==> config.mk <==
export PLATFORM = sky130hd
export DESIGN_NAME = lsu_axi_param
export DESIGN_NICKNAME = d
export VERILOG_FILES = /design/src/rtl/lsu_axi_param.sv
export SDC_FILE = /design/constraint.sdc
export NUM_CORES = 1
export LEC_CHECK = 0
export CAP_MARGIN = 20
export CORE_ASPECT_RATIO = 0.7
export CORE_MARGIN = 5
export CORE_UTILIZATION = 28
export CTS_CLUSTER_SIZE = 30
export DETAILED_ROUTE_END_ITERATION = 10
export GPL_TIMING_DRIVEN = 0
export SLEW_MARGIN = 20
export SYNTH_ARGS = -nofsm -noshare
export SYNTH_HDL_FRONTEND = slang
export SYNTH_SLANG_ARGS = --single-unit
==> constraint.sdc <==
create_clock -name i_clock -period 2.55 [get_ports i_clock]
set_input_delay 0.765 -clock i_clock [delete_from_list [all_inputs] [get_ports i_clock]]
set_output_delay 0.765 -clock i_clock [all_outputs]
set_load 0.05 [all_outputs]
==> src/rtl/lsu_axi_param.sv <==
// lsu_axi_param: single-beat AXI4 load/store unit between execute and the data-side AXI4 master port.
// Latency: 1 cycle after accept for locally resolved requests, otherwise 1 cycle after the final AXI handshake.
// Backpressure: o_ready is high only in IDLE (one transaction in flight); AXI channels use plain valid/ready.
// Optional: define LSU_TIMEOUT_EN to abort a stalled bus transaction after TIMEOUT wait cycles (code 11).
module lsu_axi_param #(
  parameter int ADDR_W  = 32,
  parameter int DATA_W  = 32,
  parameter int ID_W    = 4,
  parameter int AXI_ID  = 0,
  parameter int TIMEOUT = 255
) (
  input  logic                  i_clock,
  input  logic                  i_reset,
  // request side
  input  logic                  i_valid,
  output logic                  o_ready,
  input  logic                  i_ren,
  input  logic                  i_wen,
  input  logic [ADDR_W-1:0]     i_addr,
  input  logic [31:0]           i_wdata,
  input  logic [1:0]            i_size,
  input  logic                  i_unsigned,
  // completion side
  output logic                  o_valid,
  output logic [31:0]           o_rdata,
  output logic                  o_err,
  output logic [1:0]            o_err_code,
  // AR channel
  output logic [ADDR_W-1:0]     o_axi_araddr,
  output logic                  o_axi_arvalid,
  input  logic                  i_axi_arready,
  output logic [ID_W-1:0]       o_axi_arid,
  output logic [7:0]            o_axi_arlen,
  output logic [2:0]            o_axi_arsize,
  output logic [1:0]            o_axi_arburst,
  // R channel
  input  logic [DATA_W-1:0]     i_axi_rdata,
  input  logic                  i_axi_rvalid,
  input  logic [1:0]            i_axi_rresp,
  input  logic                  i_axi_rlast,
  input  logic [ID_W-1:0]       i_axi_rid,
  output logic                  o_axi_rready,
  // AW channel
  output logic [ADDR_W-1:0]     o_axi_awaddr,
  output logic                  o_axi_awvalid,
  input  logic                  i_axi_awready,
  output logic [ID_W-1:0]       o_axi_awid,
  output logic [7:0]            o_axi_awlen,
  output logic [2:0]            o_axi_awsize,
  output logic [1:0]            o_axi_awburst,
  // W channel
  output logic [DATA_W-1:0]     o_axi_wdata,
  output logic [DATA_W/8-1:0]   o_axi_wstrb,
  output logic                  o_axi_wvalid,
  input  logic                  i_axi_wready,
  output logic                  o_axi_wlast,
  // B channel
  input  logic [1:0]            i_axi_bresp,
  input  logic                  i_axi_bvalid,
  input  logic [ID_W-1:0]       i_axi_bid,
  output logic                  o_axi_bready
);

  localparam int STRB_W = DATA_W / 8;
  localparam int OFF_W  = $clog2(STRB_W);
  localparam int REP    = DATA_W / 32;

  localparam logic [1:0] CODE_NONE = 2'b00;
  localparam logic [1:0] CODE_MIS  = 2'b01;
  localparam logic [1:0] CODE_BUS  = 2'b10;
  localparam logic [1:0] CODE_ILL  = 2'b11;

  typedef enum logic [2:0] {
    S_IDLE,
    S_RADDR,
    S_RDATA,
    S_WREQ,
    S_WRESP,
    S_RESP
  } state_t;

  state_t              r_state;
  logic [ADDR_W-1:0]   r_addr;
  logic [31:0]         r_wdata;
  logic [1:0]          r_size;
  logic                r_unsigned;
  logic                r_ren;
  logic                r_wen;
  logic                r_arvalid;
  logic                r_rready;
  logic                r_awvalid;
  logic                r_wvalid;
  logic                r_bready;
  logic                r_valid;
  logic                r_err;
  logic [1:0]          r_err_code;
  logic [31:0]         r_rdata;

  // ---------------------------------------------------------------------------
  // Load path: move the addressed bytes down to bit 0, then extend.
  // ---------------------------------------------------------------------------
  logic [OFF_W+2:0]    w_lane_shift;
  logic [DATA_W-1:0]   w_rbeat;
  logic [31:0]         w_rlow;
  logic [31:0]         w_rext;

  assign w_lane_shift = {r_addr[OFF_W-1:0], 3'b000};
  assign w_rbeat      = i_axi_rdata >> w_lane_shift;
  assign w_rlow       = w_rbeat[31:0];

  // Sign- or zero-extend the aligned beat according to the latched size.
  always_comb begin
    w_rext = w_rlow;
    case (r_size)
      2'd0:    w_rext = {{24{~r_unsigned & w_rlow[7]}},  w_rlow[7:0]};
      2'd1:    w_rext = {{16{~r_unsigned & w_rlow[15]}}, w_rlow[15:0]};
      default: w_rext = w_rlow;
    endcase
  end

  // ---------------------------------------------------------------------------
  // Store path: the word is replicated so every 32-bit half of a wide bus
  // carries it, then rotated into place within the word; strobes pick lanes.
  // ---------------------------------------------------------------------------
  logic [DATA_W-1:0]   w_wrep;
  logic [DATA_W-1:0]   w_wbus;
  logic [STRB_W-1:0]   w_strb_base;
  logic [STRB_W-1:0]   w_strb;

  assign w_wrep = {REP{r_wdata}};
  assign w_wbus = w_wrep << {r_addr[1:0], 3'b000};

  // Unshifted byte-enable pattern for the access size.
  always_comb begin
    w_strb_base = STRB_W'(4'b1111);
    case (r_size)
      2'd0:    w_strb_base = STRB_W'(4'b0001);
      2'd1:    w_strb_base = STRB_W'(4'b0011);
      default: w_strb_base = STRB_W'(4'b1111);
    endcase
  end

  assign w_strb = w_strb_base << r_addr[OFF_W-1:0];

  // ---------------------------------------------------------------------------
  // Request classification (evaluated on the live inputs at accept).
  // ---------------------------------------------------------------------------
  logic w_accept;
  logic w_illegal;
  logic w_misaligned;
  logic w_aw_pend;
  logic w_w_pend;

  assign w_accept     = i_valid && (r_state == S_IDLE);
  assign w_illegal    = (i_ren && i_wen) || (i_size == 2'd3);
  assign w_misaligned = ((i_size == 2'd1) && i_addr[0]) ||
                        ((i_size == 2'd2) && (i_addr[1:0] != 2'b00));

  // AW and W each stay pending until their own handshake completes.
  assign w_aw_pend = r_awvalid && !i_axi_awready;
  assign w_w_pend  = r_wvalid  && !i_axi_wready;

`ifdef LSU_TIMEOUT_EN
  localparam int CNT_W = ($clog2(TIMEOUT + 1) > 8) ? $clog2(TIMEOUT + 1) : 8;
  localparam logic [CNT_W-1:0] TMO_LAST = CNT_W'(TIMEOUT - 1);

  logic [CNT_W-1:0] r_tmo_cnt;
  logic             w_waiting;
  logic             w_tmo_hit;

  assign w_waiting = (r_state == S_RADDR) || (r_state == S_RDATA) ||
                     (r_state == S_WREQ)  || (r_state == S_WRESP);
  // The increment taking place this cycle is the one that reaches TIMEOUT.
  assign w_tmo_hit = w_waiting && (r_tmo_cnt == TMO_LAST);
`endif

  // Main controller: state, AXI valids/readies and the completion pulse.
  always_ff @(posedge i_clock) begin
    if (i_reset) begin
      r_state    <= S_IDLE;
      r_addr     <= '0;
      r_wdata    <= '0;
      r_size     <= '0;
      r_unsigned <= 1'b0;
      r_ren      <= 1'b0;
      r_wen      <= 1'b0;
      r_arvalid  <= 1'b0;
      r_rready   <= 1'b0;
      r_awvalid  <= 1'b0;
      r_wvalid   <= 1'b0;
      r_bready   <= 1'b0;
      r_valid    <= 1'b0;
      r_err      <= 1'b0;
      r_err_code <= CODE_NONE;
      r_rdata    <= '0;
`ifdef LSU_TIMEOUT_EN
      r_tmo_cnt  <= '0;
`endif
    end else begin
      // Completion flags are single-cycle; only the RESP entry raises them.
      r_valid    <= 1'b0;
      r_err      <= 1'b0;
      r_err_code <= CODE_NONE;

      case (r_state)
        S_IDLE: begin
          if (w_accept) begin
            r_addr     <= i_addr;
            r_wdata    <= i_wdata;
            r_size     <= i_size;
            r_unsigned <= i_unsigned;
            r_ren      <= i_ren;
            r_wen      <= i_wen;
`ifdef LSU_TIMEOUT_EN
            r_tmo_cnt  <= '0;
`endif
            if (w_illegal) begin
              r_state    <= S_RESP;
              r_valid    <= 1'b1;
              r_err      <= 1'b1;
              r_err_code <= CODE_ILL;
            end else if (w_misaligned) begin
              r_state    <= S_RESP;
              r_valid    <= 1'b1;
              r_err      <= 1'b1;
              r_err_code <= CODE_MIS;
            end else if (i_ren) begin
              r_state   <= S_RADDR;
              r_arvalid <= 1'b1;
            end else if (i_wen) begin
              r_state   <= S_WREQ;
              r_awvalid <= 1'b1;
              r_wvalid  <= 1'b1;
            end else begin
              // Nothing to do: acknowledge cleanly.
              r_state <= S_RESP;
              r_valid <= 1'b1;
            end
          end
        end

        S_RADDR: begin
          if (i_axi_arready) begin
            r_arvalid <= 1'b0;
            r_rready  <= 1'b1;
            r_state   <= S_RDATA;
          end
        end

        S_RDATA: begin
          if (i_axi_rvalid) begin
            // Data is captured even on an error response.
            r_rready   <= 1'b0;
            r_rdata    <= w_rext;
            r_state    <= S_RESP;
            r_valid    <= 1'b1;
            r_err      <= i_axi_rresp[1];
            r_err_code <= i_axi_rresp[1] ? CODE_BUS : CODE_NONE;
          end
        end

        S_WREQ: begin
          r_awvalid <= w_aw_pend;
          r_wvalid  <= w_w_pend;
          if (!w_aw_pend && !w_w_pend) begin
            r_bready <= 1'b1;
            r_state  <= S_WRESP;
          end
        end

        S_WRESP: begin
          if (i_axi_bvalid) begin
            r_bready   <= 1'b0;
            r_state    <= S_RESP;
            r_valid    <= 1'b1;
            r_err      <= i_axi_bresp[1];
            r_err_code <= i_axi_bresp[1] ? CODE_BUS : CODE_NONE;
          end
        end

        S_RESP: begin
          r_state <= S_IDLE;
        end

        default: begin
          r_state <= S_IDLE;
        end
      endcase

`ifdef LSU_TIMEOUT_EN
      // Abort overrides whatever the wait state decided this cycle.
      if (w_tmo_hit) begin
        r_arvalid  <= 1'b0;
        r_rready   <= 1'b0;
        r_awvalid  <= 1'b0;
        r_wvalid   <= 1'b0;
        r_bready   <= 1'b0;
        r_state    <= S_RESP;
        r_valid    <= 1'b1;
        r_err      <= 1'b1;
        r_err_code <= CODE_ILL;
      end else if (w_waiting) begin
        r_tmo_cnt <= r_tmo_cnt + 1'b1;
      end
`endif
    end
  end

  // Request/completion outputs.
  assign o_ready    = (r_state == S_IDLE);
  assign o_valid    = r_valid;
  assign o_rdata    = r_rdata;
  assign o_err      = r_err;
  assign o_err_code = r_err_code;

  // AR channel.
  assign o_axi_araddr  = r_addr;
  assign o_axi_arvalid = r_arvalid;
  assign o_axi_arid    = ID_W'(AXI_ID);
  assign o_axi_arlen   = 8'd0;
  assign o_axi_arsize  = {1'b0, r_size};
  assign o_axi_arburst = 2'b01;

  // R channel.
  assign o_axi_rready = r_rready;

  // AW channel.
  assign o_axi_awaddr  = r_addr;
  assign o_axi_awvalid = r_awvalid;
  assign o_axi_awid    = ID_W'(AXI_ID);
  assign o_axi_awlen   = 8'd0;
  assign o_axi_awsize  = {1'b0, r_size};
  assign o_axi_awburst = 2'b01;

  // W channel.
  assign o_axi_wdata  = w_wbus;
  assign o_axi_wstrb  = w_strb;
  assign o_axi_wvalid = r_wvalid;
  assign o_axi_wlast  = 1'b1;

  // B channel.
  assign o_axi_bready = r_bready;

  // IDs, rlast and the low response bit carry nothing this unit acts on.
  logic w_unused;
  assign w_unused = ^{1'b0, i_axi_rresp[0], i_axi_rlast, i_axi_rid,
                      i_axi_bresp[0], i_axi_bid, r_ren, r_wen, 32'(TIMEOUT)};

endmodule

=== Word-level counts from Yosys, hierarchy flattened ===
Cells that the tools add are included.

* Word-level logic and storage cells: 118
* Register bits: 111
* Bits of input ports: 122

* Reduce and logical (&&, ||, !) cells: 27
* Eq/ne operators: 18
* Shift operators: 3
* Mux-type cells: 53
* Bitwise logic cells: 3

{| class="wikitable"
|+ Operator list
! kind !! count
|-
| case mux 32 bit (2 select lines) || 1
|-
| left shift 32 x 5 -> 32 bit || 1
|-
| >> shifter 32 x 5 -> 32 bit || 1
|-
| two-way mux 1 bit || 27
|-
| two-way mux 3 bit || 9
|-
| case mux 3 bit (5 select lines) || 1
|-
| inequality test 2 bit, second input constant || 7
|-
| two-way mux 2 bit || 6
|-
| AND reduction 6 bit || 2
|-
| case mux 1 bit (2 select lines) || 5
|-
| nonzero test 2 bit || 5
|-
| case mux 4 bit (2 select lines) || 1
|-
| logical AND 1 bit || 7
|-
| == test 3 x 2 -> 1 bit, second input constant || 2
|-
| inequality test 2 x 1 -> 1 bit, second input constant || 3
|-
| case mux 1 bit (3 select lines) || 2
|-
| case mux 2 bit (3 select lines) || 1
|-
| AND reduction 3 bit || 2
|-
| AND reduction 5 bit || 1
|-
| == test 2 x 1 -> 1 bit, second input constant || 2
|-
| == test 2 bit, second input constant || 2
|-
| logical NOT 1 bit || 4
|-
| AND reduction 2 bit || 2
|-
| left shift 4 x 2 -> 4 bit || 1
|-
| other kinds (7) || 9
|}

=== Logic depth before layout (Yosys ltp) ===
Gate-level depths: netlist of run 1.

* Depth after elaboration: 7
* Mapped depth: 7

=== Least setup slack after synthesis of run 1 ===
Ideal clock, no wire load.

* Kind: register to output
* Start: register r_addr[1], in the netlist o_axi_araddr[1]
* End: output o_axi_wdata[16]
* Buffers on the path: 3
* Cell stages (with the launch flop): 6
* Data arrival time: 2496 ps
* Data required time: 1785 ps
* Path slack: -711 ps
* Path through: dfxtp_1 > buf_6 > buf_2 > buf_4 > mux2i_1 > o21ai_0

* Longest elaborated chain between the ends: 1

{| class="wikitable"
|+ Ends and longest elaborated chain
! item !! RTL line !! RTL
|-
| from (decl) || 83 || <nowiki>logic [ADDR_W-1:0] r_addr;</nowiki>
|-
| from (signal assigned) || 208 || <nowiki>r_addr <= i_addr;</nowiki>
|-
| left shift 32 x 5 -> 32 bit || 131 || <nowiki>assign w_wbus = w_wrep << {r_addr[1:0], 3'b000};</nowiki>
|-
| to (decl) || 52 || <nowiki>output logic [DATA_W-1:0] o_axi_wdata,</nowiki>
|}

No other way between the ends.

=== Worst setup path in the final report of run 1 ===
Ends and elaborated chain as after synthesis.

==> results of run 1 <==
[area by class of cell]
cell class / count / area, um^2 / area share [%]
plain buffers: 116 / 803 / 8.70
clock inverters: 6 / 93.8 / 1.02
flip-flops and latches: 111 / 2230 / 24.1
clock buffers: 9 / 225 / 2.44
inverters: 4 / 16.3 / 0.176
well taps: 270 / 338 / 3.66
repair buffers: 258 / 2470 / 26.8
multi-input cells: 520 / 3060 / 33.1
[kinds of logic after synthesis]
kind of cell,count (synthesis),synth area share (%)
flip-flops,111,39.3
buffers and inverters,123,13.4
AND/OR/NAND/NOR,251,18.8
XOR/XNOR,1,0.155
multiplexers,41,7.81
AO/OA/AOI/OAI,196,20.4
other,2,0.133
[layer usage]
metal	track usage (%)	routed length, um	vias to the layer above
li1	-	-	2952
met2	28.2	9950	207
met4	3.09	122	2
met5	0	11	-
met1	25.6	10700	2787
met3	7.37	1890	12
[flip-flops by register name, summed over array words and instances, names as in the netlist]
signal and cells:
o_axi_araddr 32, o_axi_arvalid 1, o_axi_awvalid 1, o_axi_bready 1, o_axi_rready 1, o_axi_wvalid 1
o_err 1, o_err_code 2, o_rdata 32, o_valid 1, r_size 2, r_state 3
r_unsigned 1, r_wdata 32
[tightest hold or removal path, cell delays in order (launching register included)]
cell and delay [ns]:
dfxtp_1 0.31, nand2_1 0.05, a21oi_1 0.05
[layout by cell type, fill, tap and decap left out, drive strengths merged, types with 4 or more instances in the layout]
master	n
clkdlybuf4s50	216
nand2	181
buf	118
a21oi	114
dfxtp	111
clkbuf	40
o21ai	39
conb	31
mux2i	28
nor2	27
nor2b	15
mux2	12
and2	10
a211oi	10
o2bb2ai	8
o211ai	7
nor3	6
clkdlybuf4s15	5
dlygate4sd2	4
inv	4
clkinv	4
[stage by stage]
stage                     power (uW)  utilization (%)  setup TNS (ns)  cell area (um^2)
after floorplan                 3550                -          -0.701              5900
after global placement          4400             44.3          -21.31              8800
after detailed placement        4400             44.3          -20.74              8800
after CTS                       6010             46.6          -0.320              9260
after global routing            6220             46.5          -0.813              9230
final                           5970             46.5         -0.0828              9230
[power by group through the flow]
stage,Combinational [uW],Sequential [uW],Clock (uW)
final,2410,1990,1570
after global routing,2540,2010,1670
after CTS,2410,1990,1610
after detailed placement,2380,2020,0
after global placement,2380,2010,0
after floorplan,1310,2250,0
[repair_timing]
item,4_1_cts,5_1_grt
resized for setup,209,24
setup endpoints to repair,39,31
buffers inserted,0,2
cloned,0,0
hold buffers,0,0
[how the worst min path moves through the flow]
stage | slack [ns] | cells past startpoint | to | from
6_report | 0.45 | 2 | o_rdata[3]$_SDFFE_PP0N_ | o_rdata[3]$_SDFFE_PP0N_
4_1_cts | 0.45 | 2 | r_wdata[26]$_SDFFE_PP0P_ | r_wdata[26]$_SDFFE_PP0P_
3_3_place_gp | 0.44 | 2 | r_wdata[27]$_SDFFE_PP0P_ | r_wdata[27]$_SDFFE_PP0P_
3_5_place_dp | 0.44 | 2 | r_wdata[26]$_SDFFE_PP0P_ | r_wdata[26]$_SDFFE_PP0P_
2_1_floorplan | 0.43 | 2 | r_wdata[24]$_SDFFE_PP0P_ | r_wdata[24]$_SDFFE_PP0P_
5_1_grt | 0.48 | 2 | o_rdata[0]$_SDFFE_PP0N_ | o_rdata[0]$_SDFFE_PP0N_
==> summary.md, run 1 <==
| Metric | Value |
|---|---|
| Comb power frac | between 40 and 50% |
| Vias in the first global route | approximately 5700 |
| # setup viols final | 4 |
| Clk slew on worst S/H paths | 0.08 ns |
| Post-synthesis register bit count | approximately 110 |
| Diode count | 0 |
| Final WS setup | -0.0493 ns |
| P per Cell Area | about 650 nW/um^2 |
| Final-stage net count | about 1100 |
| Die footprint | around 23000 um^2 |
| Yosys cell types | 49 |
| Crit path from | o_axi_araddr[1]$_SDFFE_PP0P_ |
| Layout cells sized above 1 | between 20 and 25% |
| Die Span Y | about 130 um |
| First-pass GRT wire length | between 30000 and 40000 um |
| DR vias | between 5000 and 6000 |
| Failing checks | setup timing |
| Clock Skews | 0.00713 ns |
| Synth cell count leaders | nand2_1 (181), dfxtp_1 (111), a21oi_1 (104), buf_4 (66), o21ai_0 (37) |
| Synth warnings | 0 |
| Most common cell in the netlist | nand2_1 |
| Top delay family on crit path | buffers and inverters |
| Worst path required time | ~1.8 ns |
| ANT nets after route | 0 |
| Sink Count | 111 |
| Placed Cells | ~1300 |
| Num rows | 43 |
| Clock latency on the worst-skew pair | ~0.35 ns |
| Post-Place Setup Slack | -0.731 ns |
| TritonCTS Buffers | 9 |
| Remaining Overflow, GRT | 0 |
| Primary FF master, synth | dfxtp_1 |
| Finished Layout Cells | between 1000 and 1500 |
| DRT iter0 DRCs | slightly above 300 |
| Fin Hold WS | ~0.45 ns |
| CTS tree | yes |
| Post-synth EDFFs | 0 |
| Min-delay worst type | reg -> reg |
| Post-DP HPWL | around 18000 um |
| R2R Path End | o_axi_arvalid$_SDFFE_PP0P_ |
| Slowest cell delay on critical path | around 0.35 ns |
| Initial core utilization | roughly 28% |
| Worst Tran Pin Value | 0.753 ns |
| Achievable Freq | 385 MHz |
| Max-slew headroom | between 40% and 50% |
| Final period util | 102% |
| Sequential element share of the synthesized area | just under 40% |
| Int Pwr | approximately 3600 uW |
| Area leader, netlist | dfxtp_1 |
| Vias per cell | about 4.6 |
| Layout area overhead | 63.3% |
| Peak VDD IR | 0.401 mV |
| Netlist Area Pre-Place | about 5700 um^2 |
| Synth top area cells | dfxtp_1 (39%), nand2_1 (12%), a21oi_1 (9.2%), buf_4 (8.8%), mux2i_1 (5.0%) |
| Share of the synthesized area in the top cell type | just under 40% |
| Reg2reg setup slack | about 0.75 ns |
| CP Capture Point | o_axi_wdata[16] |
| Count of pins over their slew limit | 0 |
| Drt total wl | between 20000 and 25000 um |
| GPL Wtd Cong | 0.855 |
| FFs w/ async S/R, synth | 0% |
| Pre-antenna DRT Iters | 4 |
| Worst reg2reg path depth | 6 |
| Unrepaired setup endpoints after global routing | true |
| Min Clock Period, post-route | between 2 and 3 ns |
| GRT Resource Usage Total | 18.6% |
| Core area | 19900 um^2 |
| Clock root buffer | clkbuf_16 |
| # DRC | 0 |
| Largest net degree at the start of global routing | 20 |
| Crit path capture type | output port |
| Sw Pwr | between 2000 and 2500 uW |
| WL per Instance | around 18 um |
| CP arrival | around 1.8 ns |
| Fillers | ~2000 |
| Post-Syn Area per Cell | between 7 and 8 um^2 |
| Clock Power Share | a little over a quarter |
| IO buf count | around 260 |
| H-Tree Depth | 3 |
| Startpoint types | register |
| Antenna violations before repair | 1 |
| RR Startpoint | r_state[0]$_SDFFE_PP0P_ |
| Final hold viol count | 0 |
| Worst path cell trace | buf_6, buf_12, mux2i_2, o21ai_2, clkdlybuf4s15_2 |
| Max-Cap Viols | 0 |
| Max Fanout on Critical Path | 19 |
| Io pins | ~300 |
| Switching part of the total | between 30% and 40% |
| Outcome | complete, but fails checks |
| Die width | between 150 and 200 um |
| CP bufs+invs | 3 |
| Crit path depth | 5 |
| Max clock buf depth | 2 |
| WS Path Type | reg -> out |
| Lkg Pwr | approximately 0.0035 uW |
| CP max stage cell | dfxtp_2 |
| Sequential Power Share | around 33% |
| Post-Synthesis Cells | approximately 730 |
No activity file was read; power rests on OpenSTA's default activity.
==> run 2: changes to the inputs <==
--- a/config.mk
+++ b/config.mk
@@ -6,12 +6,14 @@
 export NUM_CORES = 1
 export LEC_CHECK = 0
 export CAP_MARGIN = 20
+export CELL_PAD_IN_SITES_DETAIL_PLACEMENT = 0
+export CELL_PAD_IN_SITES_GLOBAL_PLACEMENT = 1
 export CORE_ASPECT_RATIO = 0.7
-export CORE_MARGIN = 5
-export CORE_UTILIZATION = 28
+export CORE_UTILIZATION = 27
 export CTS_CLUSTER_SIZE = 30
 export DETAILED_ROUTE_END_ITERATION = 10
 export GPL_TIMING_DRIVEN = 0
+export PLACE_DENSITY_LB_ADDON = 0.1
 export SLEW_MARGIN = 20
 export SYNTH_ARGS = -nofsm -noshare
 export SYNTH_HDL_FRONTEND = slang
==> run 2 against run 1 <==
The run now ends clean. Final area rose by 0.76%. Critical path depth increased by 1. Hold slack got worse by 0.0010 ns. Non-clock buffer count is 3 higher. Sequential cell count unchanged. Power fell by 3.2%. Final cell count is 0.15% higher. Wire length is 7.6% lower. Critical path type unchanged. Critical endpoint is now o_axi_wdata[30]. Largest cell class unchanged. Highest routed layer is now met4.
==> summary.md, run 2 (synthesis gave the netlist of run 1 again) <==
| Metric | Value |
|---|---|
| CTS tree | yes (unchanged) |
| DR vias | 5743 (was 5960) |
| CP bufs+invs | 4 (was 3) |
| Fin Hold WS | 0.453 ns (was 0.454 ns) |
| GPL Wtd Cong | 0.832 (was 0.855) |
| Startpoint types | register (unchanged) |
| Largest net degree at the start of global routing | 20 (unchanged) |
| # setup viols final | 0 (was 4) |
| Count of pins over their slew limit | 0 (unchanged) |
| Max clock buf depth | 2 (unchanged) |
| Slowest cell delay on critical path | 0.35 ns (about the same) |
| Worst Tran Pin Value | 0.633 ns (was 0.753 ns) |
| Sink Count | 111 (unchanged) |
| Post-DP HPWL | 16400 um (was 17800 um) |
| Final period util | 98.8% (was 102%) |
| WS Path Type | reg -> out (unchanged) |
| Achievable Freq | 397 MHz (was 385 MHz) |
| Max Fanout on Critical Path | 11 (was 19) |
| CP max stage cell | dfxtp_2 (unchanged) |
| Unrepaired setup endpoints after global routing | true (unchanged) |
| Commonest non-fill, non-tap cell in the layout | clkdlybuf4s50_1 (unchanged) |
| Lkg Pwr | 0.00355 uW (was 0.00354 uW) |
| Vias per cell | 4.43 (was 4.61) |
| H-Tree Depth | 3 (unchanged) |
| Die width | 175 um (was 180 um) |
| Max-slew headroom | 57.8% (was 49.8%) |
| Overall power | 5770 uW (was 5970 uW) |
| Io pins | 299 (unchanged) |
| WL per Instance | 16.2 um (was 17.5 um) |
| First-pass GRT wire length | 31200 um (was 33700 um) |
| Remaining Overflow, GRT | 0 (unchanged) |
| Clk slew on worst S/H paths | 0.08 ns (about the same) |
| Clock Skews | 0.0101 ns (was 0.00713 ns) |
| Worst path cell trace | buf_6, buf_16, buf_6, a211oi_1, a21oi_2, buf_4 (was buf_6, buf_12, mux2i_2, o21ai_2, clkdlybuf4s15_2) |
| Layout area overhead | 64.6% (was 63.3%) |
| Max-Cap Viols | 0 (unchanged) |
| Placed Cells | 1280 (unchanged) |
| Drt total wl | 21000 um (was 22700 um) |
| Clock latency on the worst-skew pair | 0.36 ns (was 0.35 ns) |
| Layout cells sized above 1 | 22.2% (was 21.7%) |
| GRT Resource Usage Total | 19.1% (was 18.6%) |
| CP arrival | 1.75 ns (was 1.83 ns) |
| TritonCTS Buffers | 9 (unchanged) |
| CTS Hold Bufs | 0 (unchanged) |
| Initial core utilization | 28.0% (was 28.5%) |
| Fin util | 46.1% (was 46.5%) |
| Outcome | completed (was complete, but fails checks) |
| P per Cell Area | 621 nW/um^2 (was 646 nW/um^2) |
| # DRC | 0 (unchanged) |
| Crit path capture type | output port (unchanged) |
| IO buf count | 256 (unchanged) |
| Fillers | 2053 (was 1981) |
| Most frequent cells in the layout | clkdlybuf4s50_1 (216), nand2_1 (181), dfxtp_1 (109), a21oi_1 (95), buf_4 (85) (was clkdlybuf4s50_1 (216), nand2_1 (181), dfxtp_1 (109), a21oi_1 (95), buf_4 (87)) |
| Worst path required time | 1.79 ns (about the same) |
| Final-stage net count | 1145 (was 1142) |
| Diode count | 0 (unchanged) |
| Num rows | 43 (unchanged) |
| Multi-input logic area | 3070 um^2 (was 3060 um^2) |
| Peak VDD IR | 0.309 mV (was 0.401 mV) |
| Top delay family on crit path | buffers and inverters (unchanged) |
| ANT nets after route | 0 (unchanged) |
| Pre-antenna DRT Iters | 5 (was 4) |
| Finished Layout Cells | 1296 (was 1294) |
| Min Clock Period, post-route | 2.52 ns (was 2.60 ns) |
| Min-delay worst type | reg -> reg (unchanged) |
| DRT iter0 DRCs | 237 (was 308) |
| Die Span Y | 123 um (was 129 um) |
| Core area | 20200 um^2 (was 19900 um^2) |
| Vias in the first global route | 5349 (was 5720) |
| Clock root buffer | clkbuf_16 (unchanged) |
| Die footprint | 21500 um^2 (was 23200 um^2) |
| Antenna violations before repair | 0 (was 1) |
| Worst path most repeated cell | buf_6 |
| Reg area | 2230 um^2 (unchanged) |
| Final hold viol count | 0 (unchanged) |
## run 2: per-stage QoR
stage                     cell area [um^2]  TNS (ns)  setup WS [ns]
final                                 9300         0         0.0317
after CTS                             9180     -1.35         -0.154
after floorplan                       5900    -0.701        -0.0922
after global placement                8800    -18.65         -0.739
after detailed placement              8800    -17.61         -0.711
after global routing                  9300  -0.00597       -0.00236
## run 2: path summary, 6_finish.rpt
kind	start	to	slack [ns]	depth (start not counted)
max	o_axi_araddr[1]$_SDFFE_PP0P_	o_axi_wdata[30]	0.03	6
max reg2reg	o_axi_araddr[1]$_SDFFE_PP0P_	o_rdata[25]$_SDFFE_PP0N_	0.78	6
min	o_rdata[1]$_SDFFE_PP0N_	o_rdata[1]$_SDFFE_PP0N_	0.45	2
min reg2reg	o_rdata[1]$_SDFFE_PP0N_	o_rdata[1]$_SDFFE_PP0N_	0.45	2
## run 2: repair_timing
| item | CTS | global route |
|---|---|---|
| resized for setup | 213 | 35 |
| setup buffers | 0 | 5 |
| setup endpoints to repair | 39 | 29 |
## run 2: report_power, final
group / switching [uW] / internal [uW]
Combinational: 1530 / 890
Sequential: 123 / 1870
Clock: 696 / 668
## run 2: final cells by class
cell class | instances | area share (%)
inverter | 4 | 0.175
clock buffer | 9 | 2.42
tap | 270 | 3.63
buffer | 116 | 9.04
clock inverter | 5 | 0.484
sequential | 111 | 23.9
multi-input combinational | 520 | 33.0
timing repair buffer | 261 | 27.3
## run 2: worst register-to-register path, delay by kind of cell, from the launching register on
family                 cells  cell delay [ns]
AOI/OAI and AO/OA          3             0.58
buffers and inverters      2             0.40
DFF                        1             0.38
muxes                      1             0.31
## run 2: metal layers
metal  share of wire, %  GRT usage [%]
met3                6.3           4.89
met4               0.82           3.91
met2                 44           29.3
met5                  0              0
met1                 49           26.8
==> run 3: changes to the inputs <==
--- a/config.mk
+++ b/config.mk
@@ -6,7 +6,7 @@
 export NUM_CORES = 1
 export LEC_CHECK = 0
 export CAP_MARGIN = 20
-export CELL_PAD_IN_SITES_DETAIL_PLACEMENT = 0
+export CELL_PAD_IN_SITES_DETAIL_PLACEMENT = 1
 export CELL_PAD_IN_SITES_GLOBAL_PLACEMENT = 1
 export CORE_ASPECT_RATIO = 0.7
 export CORE_UTILIZATION = 27
@@ -18,3 +18,4 @@
 export SYNTH_ARGS = -nofsm -noshare
 export SYNTH_HDL_FRONTEND = slang
 export SYNTH_SLANG_ARGS = --single-unit
+export TNS_END_PERCENT = 30
==> run 3 against run 2 <==
The flow now finishes with violations (setup timing). Combinational power about the same. Maximum frequency decreased by 3.8%. Die area unchanged. Count of clock-buffer cells in the layout increased by 1. Register-to-register slack about the same. First-iteration DRC count decreased by 10%. Critical endpoint is now o_axi_wdata[16]. Largest cell class unchanged.
==> summary.md, run 3 (synthesis gave the netlist of run 1 again) <==
| Metric | Value |
|---|---|
| Layout cells sized above 1 | 21.7% (was 22.2%) |
| Crit path capture type | output port (unchanged) |
| Post-CTS Setup Inserts | 0 (unchanged) |
| DR vias | 5963 (was 5743) |
| DRT iter0 DRCs | 213 (was 237) |
| First-pass GRT wire length | 33200 um (was 31200 um) |
| Io pins | 299 (unchanged) |
| Core area | 20200 um^2 (unchanged) |
| Achievable Freq | 382 MHz (was 397 MHz) |
| Die Span Y | 123 um (unchanged) |
| Count of pins over their slew limit | 0 (unchanged) |
| # DRC | 0 (unchanged) |
| IO buf count | 256 (unchanged) |
| H-Tree Depth | 3 (unchanged) |
| Clock Skews | 0.00829 ns (was 0.0101 ns) |
| ANT nets after route | 0 (unchanged) |
| CTS Hold Bufs | 0 (unchanged) |
| Commonest non-fill, non-tap cell in the layout | clkdlybuf4s50_1 (unchanged) |
| Failing checks | setup timing |
| Worst Tran Pin Value | 0.707 ns (was 0.633 ns) |
| Max-Cap Viols | 0 (unchanged) |
| Min Clock Period, post-route | 2.62 ns (was 2.52 ns) |
| WS Path Type | reg -> out (unchanged) |
| GRT Resource Usage Total | 20.3% (was 19.1%) |
| Startpoint types | register (unchanged) |
| Final-stage net count | 1141 (was 1145) |
| Finished Layout Cells | 1295 (was 1296) |
| Largest net degree at the start of global routing | 20 (unchanged) |
| Initial core utilization | 28.0% (unchanged) |
| Clock root buffer | clkbuf_16 (unchanged) |
| Max clock buf depth | 2 (unchanged) |
| # setup viols final | 5 (was 0) |
| Final hold viol count | 0 (unchanged) |
| Placed Cells | 1280 (unchanged) |
| Antenna violations before repair | 0 (unchanged) |
| Peak VDD IR | 0.318 mV (was 0.309 mV) |
| Clock latency on the worst-skew pair | 0.36 ns (about the same) |
| Clk slew on worst S/H paths | 0.08 ns (about the same) |
| Outcome | complete, but fails checks (was completed) |
| Layout area overhead | 62.8% (was 64.6%) |
| Die footprint | 21500 um^2 (unchanged) |
| Remaining Overflow, GRT | 0 (unchanged) |
| Most frequent cells in the layout | clkdlybuf4s50_1 (218), nand2_1 (181), dfxtp_1 (108), a21oi_1 (95), buf_4 (84) (was clkdlybuf4s50_1 (216), nand2_1 (181), dfxtp_1 (109), a21oi_1 (95), buf_4 (85)) |
| Sink Count | 111 (unchanged) |
| Worst path required time | 1.79 ns (about the same) |
| TritonCTS Buffers | 9 (unchanged) |
| GPL Wtd Cong | 0.829 (was 0.832) |
| Post-DP HPWL | 17400 um (was 16400 um) |
| Drt total wl | 22200 um (was 21000 um) |
| Vias per cell | 4.60 (was 4.43) |
| Final period util | 103% (was 98.8%) |
| CTS tree | yes (unchanged) |
| Pre-antenna DRT Iters | 4 (was 5) |
| Lkg Pwr | 0.00352 uW (was 0.00355 uW) |
| Num rows | 43 (unchanged) |
| Post-Place Setup Slack | -0.970 ns (was -0.711 ns) |
| Max-slew headroom | 52.9% (was 57.8%) |
| Setup TNS | -0.148 ns (was 0 ns) |
| Final WS setup | -0.0681 ns (was 0.0317 ns) |
| Unrepaired setup endpoints after global routing | true (unchanged) |
| Vias in the first global route | 5872 (was 5349) |
| Die width | 175 um (unchanged) |
| WL per Instance | 17.2 um (was 16.2 um) |
| Max Fanout on Critical Path | 19 (was 11) |
| CP arrival | 1.85 ns (was 1.75 ns) |
| Min-delay worst type | reg -> reg (unchanged) |
| P per Cell Area | 631 nW/um^2 (was 621 nW/um^2) |
## run 3: changes by cell type in the layout (fill, tap and decap cells not counted), sizes merged, moves of 2 or more
cell           before  now
clkdlybuf4s50     216  218
dlygate4sd2         4    2
clkdlybuf4s15       8   10
buf               122  116
## run 3: per-layer routing
metal  wire [um]  vias to the layer above  track usage [%]
met3        1340                       14             4.74
met4         213                        0             4.51
met2        9810                      194             32.2
met1       10900                     2809             27.9
li1            -                     2946                -
met5           0                        -                0
## run 3: area by class of cell
cell class / count / area [um^2]
Antenna cell: 1 / 2.50
Buffer: 117 / 812
Clock buffer: 10 / 239
Clock inverter: 6 / 51.3
Fill cell: 2430 / 11000
Inverter: 4 / 16.3
Multi-Input combinational cell: 520 / 3020
Sequential cell: 111 / 2230
Tap cell: 270 / 338
Timing Repair Buffer: 256 / 2490
## run 3: report_power, final
group          total, uW  internal [uW]  switching (uW)
clock               1430            708             722
combinational       2390            858            1540
sequential          1990           1870             121
total               5810           3430            2380
## run 3: path summary, 6_finish.rpt
kind	start	depth (start not counted)	slack [ns]	endpoint
worst min-delay path	r_wdata[30]$_SDFFE_PP0P_	2	0.46	r_wdata[30]$_SDFFE_PP0P_
worst max-delay path	o_axi_araddr[1]$_SDFFE_PP0P_	5	-0.07	o_axi_wdata[16]
worst max register to register	o_axi_araddr[1]$_SDFFE_PP0P_	7	0.77	o_rdata[31]$_SDFFE_PP0N_
worst min register to register	r_wdata[30]$_SDFFE_PP0P_	2	0.46	r_wdata[30]$_SDFFE_PP0P_
## run 3: timing repair
item	CTS	global route
setup endpoints to repair	39	26
resized for setup	211	21
pin swaps	0	0
## run 3: metrics by stage
stage	hold WS (ns)	power [uW]	util [%]	cell area [um^2]
after floorplan	0.432	3540	-	5870
after global placement	0.441	4380	43.5	8770
after detailed placement	0.446	4390	43.5	8770
after CTS	0.457	5860	45.5	9190
after global routing	0.481	6070	45.6	9200
final	0.456	5810	45.6	9200
## run 3: critical path: stages (launching register included)
cell	delay, ns
dfxtp_2	0.38
buf_6	0.17
buf_12	0.22
mux2i_2	0.31
o21ai_2	0.07
clkdlybuf4s15_2	0.34
